## config.mk

```make
export PLATFORM = sky130hd
export DESIGN_NAME = multdiv_stall_ctrl_flat
export DESIGN_NICKNAME = d
export VERILOG_FILES = /design/src/rtl/multdiv_stall_ctrl_if.sv /design/src/rtl/multdiv_stall_ctrl.sv /design/src/flat_wrapper.sv
export SDC_FILE = /design/constraint.sdc
export NUM_CORES = 1
export LEC_CHECK = 0
export ABC_AREA = 1
export CAP_MARGIN = 20
export CORE_UTILIZATION = 31
export DETAILED_ROUTE_END_ITERATION = 10
export SLEW_MARGIN = 5
export SYNTH_ARGS = -nofsm -noshare
export SYNTH_HDL_FRONTEND = slang
export SYNTH_SLANG_ARGS = --single-unit
export TNS_END_PERCENT = 10
```

## constraint.sdc

```tcl
create_clock -name clock -period 1.87 [get_ports clock]
set_input_delay 0.187 -clock clock [delete_from_list [all_inputs] [get_ports clock]]
set_output_delay 0.187 -clock clock [all_outputs]
set_load 0.03 [all_outputs]
```

## src/rtl/multdiv_stall_ctrl_if.sv

```systemverilog
// Pipeline <-> multdiv sequencer bundle: D/X operands, multdiv handshake and X/M override.
// The slave side is the stall controller; the master side is the surrounding pipeline.
interface multdiv_stall_ctrl_if;
    logic        dx_is_mult;
    logic        dx_is_div;
    logic [4:0]  dx_rd;
    logic [31:0] dx_a;
    logic [31:0] dx_b;
    logic [31:0] md_result;
    logic        md_ready;
    logic        md_exception;
    logic [31:0] md_op_a;
    logic [31:0] md_op_b;
    logic        ctrl_mult;
    logic        ctrl_div;
    logic        stall;
    logic        xm_override;
    logic [31:0] xm_data;
    logic [4:0]  xm_rd;

    modport slave (
        input  dx_is_mult, dx_is_div, dx_rd, dx_a, dx_b, md_result, md_ready, md_exception,
        output md_op_a, md_op_b, ctrl_mult, ctrl_div, stall, xm_override, xm_data, xm_rd
    );
    modport master (
        output dx_is_mult, dx_is_div, dx_rd, dx_a, dx_b, md_result, md_ready, md_exception,
        input  md_op_a, md_op_b, ctrl_mult, ctrl_div, stall, xm_override, xm_data, xm_rd
    );
endinterface

```

## src/rtl/multdiv_stall_ctrl.sv

```systemverilog
// Sequences one multiply/divide at a time: freezes the front of the pipeline while the
// iterative unit runs, then injects the result (or an rstatus code to $r30) into X/M.
module multdiv_stall_ctrl #(
    parameter int TIMEOUT = 64,
    parameter int CNT_W   = 7,
    parameter int MUL_ERR = 4,
    parameter int DIV_ERR = 5
) (
    input  logic                clock,
    input  logic                reset,
    multdiv_stall_ctrl_if.slave bus
);
    typedef enum logic [1:0] {IDLE, START, BUSY, DONE} state_t;

    state_t           state;
    logic [CNT_W-1:0] count;
    logic             is_mult_q;
    logic [4:0]       rd_q;
    logic             stall_q;
    logic             detect;
    logic             timed_out;

    assign detect    = bus.dx_is_mult | bus.dx_is_div;
    assign timed_out = (count == CNT_W'(TIMEOUT - 1));

    // The detect cycle must stall before the FSM has registered anything, so that term
    // is combinational; it is gated by reset so every output reads 0 while reset is held.
    assign bus.stall = stall_q | (reset & (state == IDLE) & detect);

    always_ff @(posedge clock or negedge reset) begin
        if (!reset) begin
            state           <= IDLE;
            count           <= '0;
            is_mult_q       <= 1'b0;
            rd_q            <= '0;
            stall_q         <= 1'b0;
            bus.ctrl_mult   <= 1'b0;
            bus.ctrl_div    <= 1'b0;
            bus.md_op_a     <= '0;
            bus.md_op_b     <= '0;
            bus.xm_override <= 1'b0;
            bus.xm_data     <= '0;
            bus.xm_rd       <= '0;
        end else begin
            case (state)
                IDLE: begin
                    if (detect) begin
                        state         <= START;
                        is_mult_q     <= bus.dx_is_mult;
                        rd_q          <= bus.dx_rd;
                        bus.md_op_a   <= bus.dx_a;
                        bus.md_op_b   <= bus.dx_b;
                        bus.ctrl_mult <= bus.dx_is_mult;
                        bus.ctrl_div  <= ~bus.dx_is_mult;
                        stall_q       <= 1'b1;
                    end
                end
                START: begin
                    state         <= BUSY;
                    count         <= '0;
                    bus.ctrl_mult <= 1'b0;
                    bus.ctrl_div  <= 1'b0;
                end
                BUSY: begin
                    if (count != '1)
                        count <= count + 1'b1;
                    // A ready arriving on the timeout cycle is still a normal completion.
                    if (bus.md_ready || timed_out) begin
                        state           <= DONE;
                        stall_q         <= 1'b0;
                        bus.xm_override <= 1'b1;
                        if (bus.md_ready && !bus.md_exception) begin
                            bus.xm_data <= bus.md_result;
                            bus.xm_rd   <= rd_q;
                        end else begin
                            bus.xm_data <= is_mult_q ? 32'(MUL_ERR) : 32'(DIV_ERR);
                            bus.xm_rd   <= 5'd30;
                        end
                    end
                end
                DONE: begin
                    state           <= IDLE;
                    bus.xm_override <= 1'b0;
                    bus.xm_data     <= '0;
                    bus.xm_rd       <= '0;
                    bus.md_op_a     <= '0;
                    bus.md_op_b     <= '0;
                end
                default: state <= IDLE;
            endcase
        end
    end
endmodule

```

## src/flat_wrapper.sv

```systemverilog
// flat-port wrapper written by rule: the top's interface ports become plain ports
module multdiv_stall_ctrl_flat 
#(
    parameter int TIMEOUT = 64,
    parameter int CNT_W   = 7,
    parameter int MUL_ERR = 4,
    parameter int DIV_ERR = 5
)
  (clock, reset, bus_dx_is_mult, bus_dx_is_div, bus_dx_rd, bus_dx_a, bus_dx_b, bus_md_result, bus_md_ready, bus_md_exception, bus_md_op_a, bus_md_op_b, bus_ctrl_mult, bus_ctrl_div, bus_stall, bus_xm_override, bus_xm_data, bus_xm_rd);
  multdiv_stall_ctrl_if bus_i ();
  input  logic clock;
  input  logic reset;
  input wire logic [$bits(bus_i.dx_is_mult)-1:0] bus_dx_is_mult;
  input wire logic [$bits(bus_i.dx_is_div)-1:0] bus_dx_is_div;
  input wire logic [$bits(bus_i.dx_rd)-1:0] bus_dx_rd;
  input wire logic [$bits(bus_i.dx_a)-1:0] bus_dx_a;
  input wire logic [$bits(bus_i.dx_b)-1:0] bus_dx_b;
  input wire logic [$bits(bus_i.md_result)-1:0] bus_md_result;
  input wire logic [$bits(bus_i.md_ready)-1:0] bus_md_ready;
  input wire logic [$bits(bus_i.md_exception)-1:0] bus_md_exception;
  output wire logic [$bits(bus_i.md_op_a)-1:0] bus_md_op_a;
  output wire logic [$bits(bus_i.md_op_b)-1:0] bus_md_op_b;
  output wire logic [$bits(bus_i.ctrl_mult)-1:0] bus_ctrl_mult;
  output wire logic [$bits(bus_i.ctrl_div)-1:0] bus_ctrl_div;
  output wire logic [$bits(bus_i.stall)-1:0] bus_stall;
  output wire logic [$bits(bus_i.xm_override)-1:0] bus_xm_override;
  output wire logic [$bits(bus_i.xm_data)-1:0] bus_xm_data;
  output wire logic [$bits(bus_i.xm_rd)-1:0] bus_xm_rd;
  assign bus_i.dx_is_mult = bus_dx_is_mult;
  assign bus_i.dx_is_div = bus_dx_is_div;
  assign bus_i.dx_rd = bus_dx_rd;
  assign bus_i.dx_a = bus_dx_a;
  assign bus_i.dx_b = bus_dx_b;
  assign bus_i.md_result = bus_md_result;
  assign bus_i.md_ready = bus_md_ready;
  assign bus_i.md_exception = bus_md_exception;
  assign bus_md_op_a = bus_i.md_op_a;
  assign bus_md_op_b = bus_i.md_op_b;
  assign bus_ctrl_mult = bus_i.ctrl_mult;
  assign bus_ctrl_div = bus_i.ctrl_div;
  assign bus_stall = bus_i.stall;
  assign bus_xm_override = bus_i.xm_override;
  assign bus_xm_data = bus_i.xm_data;
  assign bus_xm_rd = bus_i.xm_rd;
  multdiv_stall_ctrl #(.TIMEOUT(TIMEOUT), .CNT_W(CNT_W), .MUL_ERR(MUL_ERR), .DIV_ERR(DIV_ERR)) u_core (.clock(clock), .reset(reset), .bus(bus_i));
endmodule
```

==> flow_summary.json <==
{
  "status": "finished, final reports clean",
  "fin_tns_setup_ps": 0,
  "synth_top_area_share_pct": 57.90,
  "globalRouteMet3Util_pct": 4.977,
  "postPlaceCellArea_um2": 7577,
  "synth_cells": 570,
  "timing.final.max_slew_violations": 0,
  "number_of_global_route_vias_before_repair": 4696,
  "maxClockFrequency_mhz": 562.7,
  "io_buffers": 211,
  "rows": 46,
  "relSlewSlack_pct": 55.98,
  "route.detailed.wl_per_inst_um": 14.81,
  "post_drt_via_cell_ratio": 4.658,
  "endpoint_kind": "output port",
  "hold_class": "input port to flop",
  "synth_nets": 683,
  "grt_start_max_net_pins": 121,
  "cp-start-kind": "flop",
  "cts-root-buf": "clkbuf_16",
  "detail_route.drc_violations": 0,
  "number_of_distinct_standard_cells_referenced_by_the_synthesized_netlist": 24,
  "ys.flop_type": "dfrtp_1",
  "io_pins": 212,
  "critical_path.max_fanout": 4,
  "power.net_switching_uw": 6409,
  "dominant_cells_by_area_after_synthesis": "dfrtp_1 (58%), nand3_1 (11%), o21ai_0 (7.6%)",
  "critical_path.reg2reg.startpoint": "u_core.state[1]",
  "post-place-cells": 976,
  "area.growth.synth_to_final_pct": 59.66,
  "global_route.usage.total_pct": 17.98,
  "clk_pin_slew_ps": 50,
  "tritoncts": "built",
  "clock_path_buffers": 2,
  "drive_gt1_share_pct": 10.55,
  "dieWidth_um": 131.3,
  "asyncSetResetFlopFracSynth_pct": 100.0,
  "hold_viol": 0,
  "clock_power_share_pct": 23.4,
  "antennaDiodeCount": 0,
  "numCtsBuffers": 17,
  "timing.final.crit_period_ps": 1777,
  "powerDensity_nw_per_um2": 1860,
  "leakage_uw": 0.003612,
  "global_route.usage.met1_pct": 22.46,
  "finClkSkew_ps": 5.892,
  "synth-edff-count": 0,
  "numClockSinks": 120,
  "antenna_found_initial": 0,
  "p_comb_share_pct": 48.9,
  "die_area_um2": 17250,
  "gr-usage-met2_pct": 29.37,
  "global_route_wire_length_before_repair_mm": 24.50,
  "dieHeight_um": 131.3,
  "num-nets-final": 896,
  "detailed_router_s_first_iteration_violation_count": 237,
  "synthDominantAreaCellType": "dfrtp_1",
  "synth.most_common_cell": "dfrtp_1",
  "rsz_0062_raised_after_global_routing": "false",
  "layout.cell_area.non_filler_um2": 8280,
  "firstDrtPassIters": 5,
  "cp_data_arrival_time_ps": 1590,
  "gr_peak_layer": "met2",
  "vias": 4714,
  "worst_ir_drop_vdd_uv": 865.2,
  "final_cells": 1012,
  "cellInternalPower_uw": 8993,
  "drv_cap": 0,
  "critical_path_class": "flop to output port",
  "core_area_um2": 16120,
  "syn-cell-area_um2": 5186,
  "cp-startpoint": "u_core.state[1]",
  "hold_start": "bus_dx_rd[3]",
  "synth-seq-cells": 120,
  "syn-mean-instance-area_um2": 9.099,
  "final-setup-viol-count": 0,
  "share_seq_of_total_power_pct": 27.8,
  "initial_core_util_pct": 32.18,
  "synth_common_cells": "dfrtp_1 (120), nand3_1 (111), inv_1 (80)",
  "grt.overflow.total": 0,
  "count_of_synthesis_stage_warnings_from_yosys": 0,
  "worst_ep_required_time_ps": 1680,
  "postRouteWirelength_mm": 14.99,
  "routabilityCongestion": 0.8057,
  "h-tree-depth": 4,
  "final_cycle_utilization_of_the_critical_path_pct": 95.03,
  "switching_share_pct": 41.61,
  "ys_seq_area_share_pct": 57.90,
  "ant_nets": 0,
  "clock_latency_ps": 410,
  "dp_hpwl_mm": 10.26,
  "transition_at_the_pin_with_the_smallest_max_transition_slack_ps": 660.3
}
-- layout by cell type, fill, tap and decap left out, types with 3 or more instances in the layout --
master           synthesis  layout
ha_1                     6       5
bufinv_16                0       5
nand2_1                 76      76
nor2_1                   6       6
inv_1                   80      77
nand2_2                  9       9
inv_2                    2       3
clkdlybuf4s50_1          0     209
clkinv_2                 0       4
o21ai_2                 13      12
buf_4                    0      13
clkbuf_16                0      17
dfrtp_1                120     119
buf_12                   0       6
nand3_1                111     111
o21ai_1                 22      22
o21ai_0                 79      79
-- metal layers --
layer / up-vias / wire [µm]
met5: - / 0
met4: 0 / 265
met3: 23 / 935
met2: 153 / 7239
met1: 2258 / 6547
li1: 2280 / -
-- final cells by class --
cell class / instances / area [µm²]
Multi-Input combinational cell: 333 / 1720
Sequential cell: 120 / 3004
Fill cell: 1458 / 7835
Tap cell: 216 / 270.3
Clock buffer: 20 / 456.7
Inverter: 82 / 311.5
Timing Repair Buffer: 229 / 2320
Clock inverter: 12 / 197.7
-- critical path: stages, from the launching register on --
cell     delay (ps)
dfrtp_2         440
inv_4            90
ha_4            160
o21ai_2         100
inv_2            80
nand2_1          50
nand2_1         110
buf_12          130
-- power groups by stage --
stage	Sequential [µW]	Combinational, µW	Clock (µW)
2_1_floorplan	6010	2660	0
3_3_place_gp	4270	7370	0
3_5_place_dp	4300	7490	0
4_1_cts	4280	7560	3680
5_1_grt	4410	8130	3810
6_report	4280	7530	3600
-- final timing paths --
path                                          endpoint  slack [ps]  depth (start not counted)
worst max register to register   u_core.bus.md_op_b[4]         230                          8
max in group asynchronous              u_core.state[1]         900                          3
worst min register to register  u_core.bus.xm_data[26]         480                          2
worst min-delay path                    u_core.rd_q[3]         320                          3
worst max-delay path                         bus_stall          90                          7
min in group asynchronous       u_core.bus.md_op_a[31]         450                          3
-- kinds of logic after synthesis --
logic type	share of synthesized area, %
adder cells (fa/ha/maj)	1.447
AO/OA/AOI/OAI	12.33
XOR/XNOR	0.1689
flip-flops	57.90
AND/OR/NAND/NOR	18.84
buffers and inverters	9.312
-- timing repair --
action                     CTS  global route
hold endpoints to repair   120             0
resized for setup            4             2
hold buffers                 1             0
setup buffers                1             2
pin swaps                    0             0
gates cloned                 0             0
setup endpoints to repair    1             1
-- sequential cells by signal, indices dropped and copies added, names as in the netlist --
signal / flops
u_core.stall_q: 1
u_core.bus.md_op_b: 32
u_core.bus.xm_override: 1
u_core.rd_q: 5
u_core.bus.ctrl_div: 1
u_core.bus.xm_data: 32
u_core.is_mult_q: 1
u_core.state: 2
u_core.bus.ctrl_mult: 1
u_core.bus.xm_rd: 5
u_core.count: 7
u_core.bus.md_op_a: 32
-- per-stage QoR --
| step | power [µW] | hold slack (ps) | setup slack, ps | utilization, % |
|---|---|---|---|---|
| detailed placement | 11790 | 412.8 | 96.55 | 47.02 |
| global route | 16340 | 337.3 | 14.57 | 51.38 |
| floorplan | 8671 | -108.6 | 255.0 | - |
| global placement | 11640 | 406.4 | 214.1 | 47.02 |
| CTS | 15530 | 309.6 | 59.60 | 51.27 |
| finish | 15400 | 322.2 | 93.00 | 51.38 |
No activity file was read; power rests on OpenSTA's default activity.
